$ cat config.mk
export PLATFORM = sky130hd
export DESIGN_NAME = hazard_ctrl
export DESIGN_NICKNAME = d
export VERILOG_FILES = /design/src/rtl/hazard_ctrl_pkg.sv /design/src/rtl/hazard_ctrl_sat_counter.sv /design/src/rtl/hazard_ctrl.sv
export SDC_FILE = /design/constraint.sdc
export NUM_CORES = 1
export LEC_CHECK = 0
export CORE_ASPECT_RATIO = 0.75
export CORE_MARGIN = 4
export CORE_UTILIZATION = 38
export DETAILED_ROUTE_END_ITERATION = 8
export MAX_ROUTING_LAYER = met4
export PLACE_DENSITY = 0.77
export RECOVER_POWER = 100
export SLEW_MARGIN = 25
export SYNTH_ARGS = -nofsm -noshare
export SYNTH_HDL_FRONTEND = slang
export SYNTH_SLANG_ARGS = --single-unit
$ cat constraint.sdc
create_clock -name CLK -period 2.45 [get_ports CLK]
set_input_delay 0.6125 -clock CLK [delete_from_list [all_inputs] [get_ports CLK]]
set_output_delay 0.6125 -clock CLK [all_outputs]
set_load 0.005 [all_outputs]
$ cat src/rtl/hazard_ctrl_pkg.sv
// hazard_ctrl_pkg
// Shared definitions for the front-end hazard controller: scheduler state
// encoding, refill counter width and the default configuration values.
package hazard_ctrl_pkg;

    // Scheduler states: normal flow, post-redirect refill window, memory freeze.
    typedef enum logic [1:0] {
        ST_RUN     = 2'd0,
        ST_REFILL  = 2'd1,
        ST_MEMWAIT = 2'd2
    } hz_state_e;

    // Refill counter width covers the legal REFILL_CYCLES range 1..15.
    localparam int RC_W = 4;
    localparam logic [RC_W-1:0] RC_ONE = 4'd1;

    localparam int DEF_REFILL_CYCLES = 2;
    localparam int DEF_MAX_STALL     = 64;
    localparam int DEF_CNT_W         = 16;

endpackage

$ cat src/rtl/hazard_ctrl_sat_counter.sv
// sat_counter
// Saturating up-counter with synchronous clear. Holds at MAX_VAL instead of
// wrapping.
// Ports:
//   clk   - clock
//   rst   - synchronous active-high reset to 0
//   clr   - synchronous clear (wins over inc)
//   inc   - increment request
//   cnt   - current count
module sat_counter #(
    parameter int           W       = 16,
    parameter logic [W-1:0] MAX_VAL = {W{1'b1}}
) (
    input  logic         clk,
    input  logic         rst,
    input  logic         clr,
    input  logic         inc,
    output logic [W-1:0] cnt
);

    logic [W-1:0] cnt_q;
    logic [W-1:0] cnt_d;

    // Next count: clear, saturating increment, or hold.
    always_comb begin
        cnt_d = cnt_q;
        if (clr) begin
            cnt_d = {W{1'b0}};
        end else if (inc && (cnt_q != MAX_VAL)) begin
            cnt_d = cnt_q + {{(W-1){1'b0}}, 1'b1};
        end else begin
            cnt_d = cnt_q;
        end
    end

    // Count register with synchronous reset.
    always_ff @(posedge clk) begin
        if (rst) begin
            cnt_q <= {W{1'b0}};
        end else begin
            cnt_q <= cnt_d;
        end
    end

    assign cnt = cnt_q;

endmodule

$ cat src/rtl/hazard_ctrl.sv
// hazard_ctrl
// Central stall/flush scheduler for the IF, IF/ID and ID/EXE latches.
// Resolves branch mispredict, data-memory busy, load-use and I-cache miss
// into one consistent stall/flush action per latch each cycle, sequences
// the post-redirect refill window and keeps saturating statistics plus a
// sticky stall watchdog.
// Ports:
//   CLK, RESET                       - clock, synchronous active-high reset
//   Mispredict, Mispredict_Target    - redirect request from EXE
//   DCache_Busy                      - freeze the whole pipe
//   LoadUse_Hazard                   - insert bubble into EXE
//   ICache_Miss                      - insert bubble into ID
//   STALL_IF/STALL_IFID/FLUSH_IFID/STALL_IDEXE/FLUSH_IDEXE - latch controls
//   Redirect_Valid, Redirect_Addr    - PC redirect
//   Stall_Cycles, Flush_Events       - saturating statistics
//   Stall_Timeout                    - sticky watchdog flag
module hazard_ctrl
    import hazard_ctrl_pkg::*;
#(
    parameter int REFILL_CYCLES = DEF_REFILL_CYCLES,
    parameter int MAX_STALL     = DEF_MAX_STALL,
    parameter int CNT_W         = DEF_CNT_W
) (
    input  logic             CLK,
    input  logic             RESET,
    input  logic             Mispredict,
    input  logic [31:0]      Mispredict_Target,
    input  logic             DCache_Busy,
    input  logic             LoadUse_Hazard,
    input  logic             ICache_Miss,
    output logic             STALL_IF,
    output logic             STALL_IFID,
    output logic             FLUSH_IFID,
    output logic             STALL_IDEXE,
    output logic             FLUSH_IDEXE,
    output logic             Redirect_Valid,
    output logic [31:0]      Redirect_Addr,
    output logic [CNT_W-1:0] Stall_Cycles,
    output logic [CNT_W-1:0] Flush_Events,
    output logic             Stall_Timeout
);

    localparam int RUN_W = $clog2(MAX_STALL + 1);
    localparam logic [RUN_W-1:0] RUN_LAST = RUN_W'(MAX_STALL - 1);
    localparam logic [RC_W-1:0]  RC_LOAD  = RC_W'(REFILL_CYCLES);

    hz_state_e        state_q;
    hz_state_e        state_d;
    hz_state_e        eff_state_s;
    logic [RC_W-1:0]  rc_q;
    logic [RC_W-1:0]  rc_d;
    logic             timeout_q;
    logic             timeout_d;
    logic             mp_accept_s;
    logic [RUN_W-1:0] run_cnt_s;

    // Leaving MEMWAIT resumes whatever the frozen refill count implies, and
    // that resumed state governs this cycle's outputs.
    always_comb begin
        eff_state_s = state_q;
        case (state_q)
            ST_MEMWAIT: eff_state_s = (rc_q != '0) ? ST_REFILL : ST_RUN;
            ST_REFILL:  eff_state_s = ST_REFILL;
            ST_RUN:     eff_state_s = ST_RUN;
            default:    eff_state_s = ST_RUN;
        endcase
    end

    // Priority arbitration: busy > mispredict > load-use > icache > refill.
    always_comb begin
        state_d        = state_q;
        rc_d           = rc_q;
        mp_accept_s    = 1'b0;
        STALL_IF       = 1'b0;
        STALL_IFID     = 1'b0;
        FLUSH_IFID     = 1'b0;
        STALL_IDEXE    = 1'b0;
        FLUSH_IDEXE    = 1'b0;
        Redirect_Valid = 1'b0;
        Redirect_Addr  = 32'h0000_0000;
        if (RESET) begin
            state_d = ST_RUN;
            rc_d    = '0;
        end else if (DCache_Busy) begin
            // Full freeze; a concurrent mispredict is re-presented by EXE.
            STALL_IF    = 1'b1;
            STALL_IFID  = 1'b1;
            STALL_IDEXE = 1'b1;
            state_d     = ST_MEMWAIT;
        end else if (Mispredict) begin
            FLUSH_IFID     = 1'b1;
            FLUSH_IDEXE    = 1'b1;
            Redirect_Valid = 1'b1;
            Redirect_Addr  = Mispredict_Target;
            mp_accept_s    = 1'b1;
            rc_d           = RC_LOAD;
            state_d        = ST_REFILL;
        end else begin
            // Every non-frozen, non-redirect refill cycle flushes IF/ID, so
            // each one consumes a refill slot regardless of lower sources.
            if (eff_state_s == ST_REFILL) begin
                if (rc_q <= RC_ONE) begin
                    rc_d    = '0;
                    state_d = ST_RUN;
                end else begin
                    rc_d    = rc_q - RC_ONE;
                    state_d = ST_REFILL;
                end
            end else begin
                state_d = ST_RUN;
            end

            if (LoadUse_Hazard) begin
                STALL_IF    = 1'b1;
                FLUSH_IDEXE = 1'b1;
                // In refill the IF/ID content is stale anyway: flush wins.
                if (eff_state_s == ST_REFILL) begin
                    FLUSH_IFID = 1'b1;
                end else begin
                    STALL_IFID = 1'b1;
                end
            end else if (ICache_Miss) begin
                STALL_IF   = 1'b1;
                FLUSH_IFID = 1'b1;
            end else if (eff_state_s == ST_REFILL) begin
                FLUSH_IFID = 1'b1;
            end else begin
                FLUSH_IFID = 1'b0;
            end
        end
    end

    // Watchdog sets on the edge where the stall run reaches MAX_STALL.
    always_comb begin
        timeout_d = timeout_q;
        if (DCache_Busy && (run_cnt_s >= RUN_LAST)) begin
            timeout_d = 1'b1;
        end else begin
            timeout_d = timeout_q;
        end
    end

    // State, refill count and watchdog registers.
    always_ff @(posedge CLK) begin
        if (RESET) begin
            state_q   <= ST_RUN;
            rc_q      <= '0;
            timeout_q <= 1'b0;
        end else begin
            state_q   <= state_d;
            rc_q      <= rc_d;
            timeout_q <= timeout_d;
        end
    end

    assign Stall_Timeout = timeout_q;

    sat_counter #(.W(CNT_W)) u_stall_cycles (
        .clk (CLK),
        .rst (RESET),
        .clr (1'b0),
        .inc (STALL_IF),
        .cnt (Stall_Cycles)
    );

    sat_counter #(.W(CNT_W)) u_flush_events (
        .clk (CLK),
        .rst (RESET),
        .clr (1'b0),
        .inc (mp_accept_s),
        .cnt (Flush_Events)
    );

    // Consecutive memory-stall run; any non-busy cycle ends the run.
    sat_counter #(.W(RUN_W), .MAX_VAL(RUN_W'(MAX_STALL))) u_stall_run (
        .clk (CLK),
        .rst (RESET),
        .clr (~DCache_Busy),
        .inc (DCache_Busy),
        .cnt (run_cnt_s)
    );

endmodule
==> results.md <==
- Area leader, netlist: dfxtp_1
- Post-Syn Area per Cell: 8.15 µm²
- Clk pwr share: 36.2%
- Max VDD drop: 0.277 mV
- Leakage: 1.77 nW
- Logic pwr share: 15.5%
- Synth top area cells: dfxtp_1 37%, and2_1 8.4%, xor2_1 7.1%
- Area added between synthesis and finish: 68.7%
- Worst setup margin: 0.0473 ns
- Area of the multi-input gates: 1530 µm²
- Worst hold start: Stall_Timeout
- Switching power: 0.371 mW
- CP cell instances: inv_2, ha_4, nor4b_1, or3_4, a21oi_4, a21oi_1, nor2_1, buf_2
- RR Startpoint: u_flush_events.cnt[0]
- CP Max Fanout: 3
- Total global routing overflow: 0
- Row Count: 25
- Max_slew headroom: 68.7%
- Post-layout power: 1.59 mW
- Clk sink count: 46
- I/O pins: 109
- H-tree depth: 2
- Final Hold Viols: 0
- Ys async rst share: 0%
- Antenna-violating nets left: 0
- Nets: 496
- R2r setup slk: 0.32 ns
- EDFF count, synth: 0
- Die height: 77.8 µm
- FF+latch count, synth: 46
- Vias: 2656
- WL per Instance: 14.3 µm
- GPL Wtd Cong: 0.878
- Share of layout cells above drive strength 1: 23.9%
- Slew Limit Fails: 0
- Finished Layout Cells: 532
- Critical Path End Type: output port
- Cell area after synthesis: 2470 µm²
- Max stage delay on crit path: 0.39 ns
- Dpl ws: -0.642 ns
- Port Buffers: 108
- PwrDens: 381 nW/µm²
- Pre-antenna DRT Iters: 4
- Overall global routing resource usage: 20.4%
- Status: finished, final reports clean
- Reg power frac: 48.2%
- Iter 0 DRT Violations: 102
- Largest net degree at the start of global routing: 43
- Hold Path Stages: 2
- Hold Crit Class: reg2reg
- CP arrival: 1.79 ns
- Most numerous cell in the Yosys netlist: dfxtp_1
- Setup violators final: 0
- Fmax: 416 MHz
- R2r worst-path depth: 7
- Post-synthesis net count: 349
- CTS tree: built
- Worst Path Required: 1.84 ns
- Cells after DPL: 510
- Startpoint Class: flop
- Antenna fix cells: 0
- Filler Cells Inserted: 535
- Antenna violations before repair: 0
- DRC Markers: 0
- CTS buffer count: 5
- Initial Util: 39.1%
- Global-route wire length before repair: 12.7 mm
- Top-area cell type share of the netlist area: 37.3%
- Core outline area: 6320 µm²
- Hold Path Sink: Stall_Timeout
- Highest-delay cell along the critical path: or3_4
- Clk pin slew, worst setup/hold paths: 0.09 ns
- Vias in the first global route: 2606
- Die Wd: 101 µm
- CTS Buffer Depth: 2
- Root Buffer: clkbuf_8
- Cells after synthesis: 303
- Switching fraction of total power: 23.4%
- Yosys warnings: 0
- RSZ-0062 raised after global routing: true
- FF-to-FF End: u_flush_events.cnt[4]
- Primary FF master, synth: dfxtp_1
- Count of different cell masters after synthesis: 40
- Final HPWL DP: 5.48 mm
- Fin crit period: 2.40 ns
- Sequential-to-total area share from yosys stat: 37.3%
- Via density: 4.99
- Skew-Pair Late Insertion Delay: 0.30 ns
- Register area: 925 µm²
- Critical path class: reg2out
- # hold bufs at CTS: 0
- Worst-margin pin slew: 0.465 ns
- Die area: 7860 µm²
- Total Wirelength: 7.62 mm
- Max-Cap Viols: 0
- Internal: 1.22 mW
- Synth cell count leaders: 46 x dfxtp_1, 41 x nor2_1, 33 x and2_1, 20 x nand2_1, 20 x xor2_1
- Final period util: 98.1%
- Clock skew: 0.00634 ns
[critical path, delay by kind of cell (launching register included)]
kind / cells / cell delay (ns)
AND/OR/NAND/NOR: 3 / 0.60
flip-flops: 1 / 0.34
AO/OA/AOI/OAI: 2 / 0.23
buffers and inverters: 2 / 0.17
adder cells (fa/ha/maj): 1 / 0.15
[flip-flops by register name (all words and copies together) (netlist names)]
register	flops
u_stall_cycles.cnt	16
u_stall_run.cnt	7
Stall_Timeout	1
state_q	2
u_flush_events.cnt	16
rc_q	4
[power groups by stage]
stage                     logic, mW  registers, mW  clock network [mW]
after floorplan              0.0695          0.781                   0
after global placement        0.208          0.782                   0
after detailed placement      0.212          0.783                   0
after CTS                     0.244          0.766               0.586
after global routing          0.268          0.768               0.631
final                         0.247          0.766               0.575
[cells in the final DEF (no fill, tap or decap), types with 6 or more instances in the layout]
cell	instances
buf_6	18
a21oi_1	13
and3_1	12
inv_1	10
buf_2	16
nand3_1	17
clkdlybuf4s50_1	68
dfxtp_1	43
ha_1	7
buf_4	30
nand4_1	12
o21ai_0	7
nor2_1	41
nand2_1	20
and2_4	15
xor2_1	20
and2_1	18
clkdlybuf4s15_1	6
[per-stage QoR]
step                      utilization, %  TNS, ns  area, µm²  hold WS (ns)
after floorplan                        -        0       2470         0.460
after global routing                65.9  -0.0515       4170         0.536
final                               65.9        0       4170         0.489
after global placement              60.7   -22.47       3830         0.467
after detailed placement            60.7   -24.10       3830         0.469
after CTS                           65.7        0       4150         0.494
[layout make-up]
type                            instances  share of cell area (%)
Tap cell                               81                    2.43
Clock buffer                            5                    1.65
Sequential cell                        46                    22.2
Multi-Input combinational cell        234                    36.8
Clock inverter                          3                    1.05
Timing Repair Buffer                  150                    34.6
Inverter                               13                    1.29
[how the worst max path moves through the flow]
stage	startpoint	end	slack, ns	depth (start not counted)
2_1_floorplan	DCache_Busy	Redirect_Addr[12]	0.02	6
3_3_place_gp	Mispredict	Redirect_Addr[3]	-0.60	6
3_5_place_dp	RESET	Redirect_Addr[29]	-0.64	6
4_1_cts	Mispredict	Redirect_Addr[3]	0.0006	8
5_1_grt	rc_q[0]	FLUSH_IFID	-0.05	8
6_report	rc_q[1]	FLUSH_IFID	0.05	8
[routing by layer]
| layer | part of all wire [%] | GRT usage [%] | vias to the layer above |
|---|---|---|---|
| li1 | - | - | 1346 |
| met4 | 1.9 | 6.77 | 0 |
| met3 | 3.5 | 3.41 | 14 |
| met2 | 50 | 32.2 | 60 |
| met1 | 44 | 26.3 | 1236 |
| met5 | 0 | - | - |
[logic make-up (layout without fill, tap and decap cells)]
family,Yosys count,count (layout),share of synthesized area [%]
simple gates,159,159,34.0
buf+inv,23,171,3.60
mux,6,6,2.48
xor+xnor,24,24,8.51
compound gates,37,37,10.1
flops,46,46,37.3
fa+ha+maj,8,8,4.05
[timing repair]
item                       CTS  global route
pin swaps                   10             2
resized for setup          184             8
gates cloned                 3             0
setup endpoints to repair   38            34
setup buffers               12             0
No activity file was read; power rests on OpenSTA's default activity.
